===== src/rtl/mux_sel_arbiter_if.sv =====
// Handshake bundle between two requesters and the 2:1 mux select arbiter.
// The requester side (master) drives requests and done; the arbiter side
// (slave) returns the grant, mux select, busy and timeout indications.
interface mux_sel_arbiter_if;
   logic req0;
   logic req1;
   logic done;
   logic sel;
   logic gnt0;
   logic gnt1;
   logic busy;
   logic timeout;

   modport master (
      output req0, req1, done,
      input  sel, gnt0, gnt1, busy, timeout
   );

   modport slave (
      input  req0, req1, done,
      output sel, gnt0, gnt1, busy, timeout
   );
endinterface


===== src/rtl/mux_sel_arbiter.sv =====
// Two-channel round-robin arbiter that owns the select of a downstream 2:1
// mux. Grants are bounded by MAX_HOLD cycles; a grant that ends purely on
// the hold limit raises a one-cycle timeout pulse. All outputs come straight
// from registers so the mux select never sees a combinational input path.
module mux_sel_arbiter #(
   parameter int MAX_HOLD = 15,
   parameter int CNT_W    = 4
) (
   input  logic             clk,
   input  logic             rst,
   mux_sel_arbiter_if.slave bus
);

   localparam logic [1:0] IDLE = 2'd0;
   localparam logic [1:0] GNT0 = 2'd1;
   localparam logic [1:0] GNT1 = 2'd2;

   localparam logic [CNT_W-1:0] HOLD_LIMIT = CNT_W'(MAX_HOLD);
   localparam logic [CNT_W-1:0] CNT_ONE    = CNT_W'(1);

   logic [1:0]       state_q, state_d;
   logic [CNT_W-1:0] cnt_q, cnt_d;
   logic             last_q, last_d;     // channel of the most recent grant
   logic             sel_q, sel_d;
   logic             timeout_q, timeout_d;

   logic own_req, other_req, at_limit, release_grant;
   logic enter, enter_ch;

   // Qualify the current holder: its own request, the competitor, and the release causes.
   always_comb begin
      own_req       = (state_q == GNT1) ? bus.req1 : bus.req0;
      other_req     = (state_q == GNT1) ? bus.req0 : bus.req1;
      at_limit      = (cnt_q >= HOLD_LIMIT);
      release_grant = bus.done || !own_req || at_limit;
   end

   // Next-state logic: arbitration from IDLE, release/hand-off from a grant.
   always_comb begin
      // NOTE: every signal gets a default before the case so no path leaves
      // it unassigned; a missing default here would infer a latch.
      state_d   = state_q;
      cnt_d     = cnt_q;
      last_d    = last_q;
      sel_d     = sel_q;
      timeout_d = 1'b0;
      enter     = 1'b0;
      enter_ch  = 1'b0;

      case (state_q)
         IDLE: begin
            if (bus.req0 && bus.req1) begin
               enter    = 1'b1;
               enter_ch = ~last_q;
            end else if (bus.req0) begin
               enter    = 1'b1;
               enter_ch = 1'b0;
            end else if (bus.req1) begin
               enter    = 1'b1;
               enter_ch = 1'b1;
            end
         end
         GNT0, GNT1: begin
            if (release_grant) begin
               // Pulse only when the limit is the sole reason for the release.
               timeout_d = at_limit && own_req && !bus.done;
               if (other_req) begin
                  enter    = 1'b1;
                  enter_ch = (state_q == GNT0);
               end else begin
                  state_d = IDLE;
                  cnt_d   = '0;
               end
            end else if (cnt_q != '1) begin
               cnt_d = cnt_q + CNT_ONE;
            end
         end
         default: begin
            state_d = IDLE;
            cnt_d   = '0;
         end
      endcase

      // Any grant entry restarts the hold count and steers the mux.
      if (enter) begin
         state_d = enter_ch ? GNT1 : GNT0;
         cnt_d   = CNT_ONE;
         last_d  = enter_ch;
         sel_d   = enter_ch;
      end
   end

   // State registers with synchronous reset; channel 0 wins the first tie.
   always_ff @(posedge clk) begin
      // NOTE: sequential state uses non-blocking assignments so every
      // register samples the pre-edge values regardless of statement order.
      if (rst) begin
         state_q   <= IDLE;
         cnt_q     <= '0;
         last_q    <= 1'b1;
         sel_q     <= 1'b0;
         timeout_q <= 1'b0;
      end else begin
         state_q   <= state_d;
         cnt_q     <= cnt_d;
         last_q    <= last_d;
         sel_q     <= sel_d;
         timeout_q <= timeout_d;
      end
   end

   assign bus.gnt0    = (state_q == GNT0);
   assign bus.gnt1    = (state_q == GNT1);
   assign bus.busy    = (state_q != IDLE);
   assign bus.sel     = sel_q;
   assign bus.timeout = timeout_q;

endmodule


===== src/flat_wrapper.sv =====
// flat-port wrapper written by rule: the top's interface ports become plain ports
module mux_sel_arbiter_flat 
#(
   parameter int MAX_HOLD = 15,
   parameter int CNT_W    = 4
)
  (clk, rst, bus_req0, bus_req1, bus_done, bus_sel, bus_gnt0, bus_gnt1, bus_busy, bus_timeout);
  mux_sel_arbiter_if bus_i ();
  input  logic clk;
  input  logic rst;
  input wire logic [$bits(bus_i.req0)-1:0] bus_req0;
  input wire logic [$bits(bus_i.req1)-1:0] bus_req1;
  input wire logic [$bits(bus_i.done)-1:0] bus_done;
  output wire logic [$bits(bus_i.sel)-1:0] bus_sel;
  output wire logic [$bits(bus_i.gnt0)-1:0] bus_gnt0;
  output wire logic [$bits(bus_i.gnt1)-1:0] bus_gnt1;
  output wire logic [$bits(bus_i.busy)-1:0] bus_busy;
  output wire logic [$bits(bus_i.timeout)-1:0] bus_timeout;
  assign bus_i.req0 = bus_req0;
  assign bus_i.req1 = bus_req1;
  assign bus_i.done = bus_done;
  assign bus_sel = bus_i.sel;
  assign bus_gnt0 = bus_i.gnt0;
  assign bus_gnt1 = bus_i.gnt1;
  assign bus_busy = bus_i.busy;
  assign bus_timeout = bus_i.timeout;
  mux_sel_arbiter #(.MAX_HOLD(MAX_HOLD), .CNT_W(CNT_W)) u_core (.clk(clk), .rst(rst), .bus(bus_i));
endmodule

===== config.mk =====
export PLATFORM = sky130hd
export DESIGN_NAME = mux_sel_arbiter_flat
export DESIGN_NICKNAME = d
export VERILOG_FILES = /design/src/rtl/mux_sel_arbiter_if.sv /design/src/rtl/mux_sel_arbiter.sv /design/src/flat_wrapper.sv
export SDC_FILE = /design/constraint.sdc
export NUM_CORES = 1
export LEC_CHECK = 0
export ABC_AREA = 0
export CAP_MARGIN = 20
export CORE_ASPECT_RATIO = 1.1
export CORE_MARGIN = 2
export CORE_UTILIZATION = 24
export DETAILED_ROUTE_END_ITERATION = 8
export GPL_TIMING_DRIVEN = 0
export SYNTH_ARGS = -nofsm -noshare
export SYNTH_HDL_FRONTEND = slang
export SYNTH_SLANG_ARGS = --single-unit

===== constraint.sdc =====
create_clock -name clk -period 1.9 [get_ports clk]
set_input_delay 0.19 -clock clk [delete_from_list [all_inputs] [get_ports clk]]
set_output_delay 0.19 -clock clk [all_outputs]
set_load 0.01 [all_outputs]

==> results_dict.tcl <==
set metrics [dict create \
    core.rowCount 18 \
    worstSetupEndpointType "flop" \
    reg2reg_depth 8 \
    cp-start-kind "flop" \
    synth_compound_area_frac 0.198 \
    maxCapViolCount 0 \
    postSynthAreaPerCell_um2 9.31 \
    initial_utilization 0.249 \
    period_share 0.965 \
    fp.dieH_um 54.2 \
    power_frac_clock 0.162 \
    clk_latency_ns 0.26 \
    antenna_found_initial 0 \
    cts_tree "yes" \
    diodes 0 \
    finClkSkew_ns 0.00786 \
    synth_area_um2 549 \
    clock_sinks 9 \
    slowest_delay_ns 0.34 \
    hpwlAfterDp_um 937 \
    hold_class "flop to flop" \
    vdd_drop_max_mv 0.429 \
    io_buffers 9 \
    path_clk_slew_ns 0.06 \
    p_sw_frac 0.394 \
    leakage_nw 0.298 \
    tightest_slew_ns 0.307 \
    critPathKind "flop to flop" \
    gr-total-overflow 0 \
    hold_viol_final 0 \
    min_path_cells 2 \
    worst_path_max_delay_cell "dfxtp_2" \
    num_vias 493 \
    critical_path_arrival_ns 2.02 \
    grt_pass1_vias 461 \
    clockBufferDepth 2 \
    fmax_mhz 546 \
    die_width_um 49.6 \
    crit_fanout 5 \
    layout-drive-gt1-share 0.329 \
    drv_slew 0 \
    postRouteAntennaNets 0 \
    route.detailed.drc 0 \
    yosys_warnings 0 \
    sequentialPowerShare 0.288 \
    drt_iter0_drc 4 \
    yosys.area_share.simple 0.253 \
    powerDensity_nw_per_um2 1150 \
    place_congestion 0.733 \
    min_to "u_core.cnt_q[1]" \
    layout_commonest_cell "clkdlybuf4s50_1" \
    synth_adder_area_share 0.114 \
    setup_viol 0 \
    cts-buffers-inserted 3 \
    syn-num-nets 69 \
    intPower_mw 0.549 \
    yosysSeqAreaShare 0.328 \
    synthXorXnorAreaFrac 0.0159 \
    cts_hold_buffers 0 \
    ios 10 \
    crit_chain "inv_1 > ha_4 > mux2i_4 > o311ai_4 > buf_4 > a21o_2 > or2_1 > a21oi_2" \
    layout_min_cycle_time_ns 1.83 \
    r2r_end "u_core.state_q[0]" \
    wl_mm 1.23 \
    grt_util_all_layers 0.101 \
    syn_inst 59 \
    fin_area_um2 787 \
    post-route-util 0.357 \
    ctsRootBufferMaster "clkbuf_4" \
    whs_ns 0.470 \
    nFillCells 248 \
    ys_ff_latch 9 \
    maxSlewHeadroom 0.794 \
    area_growth_syn_to_layout_pct 43.3 \
    htree_levels 1 \
    synthMuxAreaShare 0.0638 \
    power.share.combinational 0.550 \
    dpl_cell_area_um2 677 \
    dieArea_um2 2690 \
    worstHoldStart "u_core.cnt_q[1]" \
    synth_top_family_by_area "simple AND/OR/NAND/NOR gates" \
    drtPass1Iterations 4 \
    synth_cell_types 28 \
    grt_first_pass_wirelength_mm 2.01 \
    mostFrequentLayoutCells "clkdlybuf4s50_1, nor2_1, dfxtp_1" \
    fin_nets 87 \
    core_area_um2 2210 \
    critical_path_required_ns 2.09 \
    post_drt_via_cell_ratio 4.65 \
    reg2reg_from "u_core.state_q[0]" \
    rrSetupSlack_ns 0.07 \
    power.switching_mw 0.357 \
    grt_max_degree 8 \
    wire_per_inst_um 11.6 \
    status "completed" \
]
## Yosys cell counts
cell | n | area [µm²]
and3_1 | 2 | 12.5
mux2i_2 | 1 | 13.8
nand2b_1 | 1 | 6.26
o21bai_1 | 1 | 7.51
a21oi_2 | 1 | 8.76
o21ai_0 | 1 | 5.00
a211o_1 | 1 | 8.76
ha_1 | 5 | 62.6
mux2i_1 | 1 | 10.0
nand4_1 | 1 | 6.26
inv_1 | 4 | 15.0
a21oi_1 | 3 | 15.0
o311ai_4 | 1 | 26.3
a21o_2 | 1 | 8.76
nor3b_2 | 1 | 12.5
a221oi_2 | 1 | 15.0
dfxtp_1 | 9 | 180
nand3_1 | 4 | 20.0
nand2_1 | 5 | 18.8
or2_1 | 1 | 6.26
nor4b_2 | 1 | 15.0
and4b_1 | 1 | 10.0
nor3_1 | 1 | 5.00
a32oi_1 | 1 | 8.76
xor2_1 | 1 | 8.76
mux2_2 | 1 | 11.3
o21ai_1 | 1 | 5.00
nor2_1 | 7 | 26.3
## state kept, by name, indices dropped and copies added, names as in the netlist
name,count
u_core.cnt_q,4
u_core.state_q,2
u_core.bus.sel,1
u_core.bus.timeout,1
u_core.last_q,1
## worst max path at each step
stage,start,to,slack [ns],depth (start not counted)
final,u_core.state_q[0],u_core.state_q[0],0.07,8
after floorplan,u_core.state_q[0],u_core.cnt_q[0],0.10,7
after detailed placement,u_core.state_q[0],u_core.cnt_q[0],-0.06,7
after CTS,u_core.state_q[0],u_core.state_q[0],-0.02,7
after global routing,u_core.state_q[0],u_core.state_q[0],-0.01,8
after global placement,u_core.state_q[0],u_core.cnt_q[0],-0.006,7
## power groups by stage
stage	registers [mW]	logic (mW)	clock network, mW
floorplan	0.257	0.282	0
global placement	0.259	0.405	0
detailed placement	0.263	0.413	0
CTS	0.258	0.419	0.151
global route	0.269	0.546	0.163
finish	0.261	0.498	0.147
## what timing repair did
action,CTS,global route
setup buffers,0,4
pin swaps,1,3
setup endpoints to repair,3,9
resized for setup,1,12
## kinds of logic (layout without fill, tap and decap cells)
| family | Yosys count | count (layout) |
|---|---|---|
| flops | 9 | 9 |
| simple gates | 25 | 25 |
| compound gates | 12 | 12 |
| xor+xnor | 1 | 1 |
| buf+inv | 4 | 21 |
| fa+ha+maj | 5 | 5 |
| mux | 3 | 3 |
## metrics by stage
| stage | power, mW | setup TNS [ns] | setup slack [ns] | instances |
|---|---|---|---|---|
| 2_1_floorplan | 0.539 | 0 | 0.103 | 59 |
| 3_3_place_gp | 0.664 | -0.00575 | -0.00575 | 98 |
| 3_5_place_dp | 0.675 | -0.0644 | -0.0597 | 98 |
| 4_1_cts | 0.829 | -0.0253 | -0.0175 | 102 |
| 5_1_grt | 0.979 | -0.0143 | -0.0143 | 106 |
| 6_report | 0.906 | 0 | 0.0669 | 106 |
## layout make-up
type	count	area, µm²	area share
clock buffer	4	26.3	0.0334
sequential	9	183	0.232
tap	30	37.5	0.0477
inverter	4	15.0	0.0191
multi-input combinational	46	405	0.515
timing repair buffer	13	120	0.153
## worst max-delay path: cells and delay by family, from the launching register on
family	cells	cell delay [ns]
mux	1	0.26
compound gates	3	0.45
simple gates	1	0.25
flops	1	0.34
buf+inv	2	0.29
fa+ha+maj	1	0.18
## per-layer routing
layer / up-vias / share of wire / GRT usage
met1: 235 / 0.40 / 0.0962
met2: 8 / 0.55 / 0.198
met5: - / 0 / 0
li1: 248 / - / -
met3: 2 / 0.046 / 0.0444
met4: 0 / 0.0057 / 0.0278
Power figures use the tool's default switching activity.
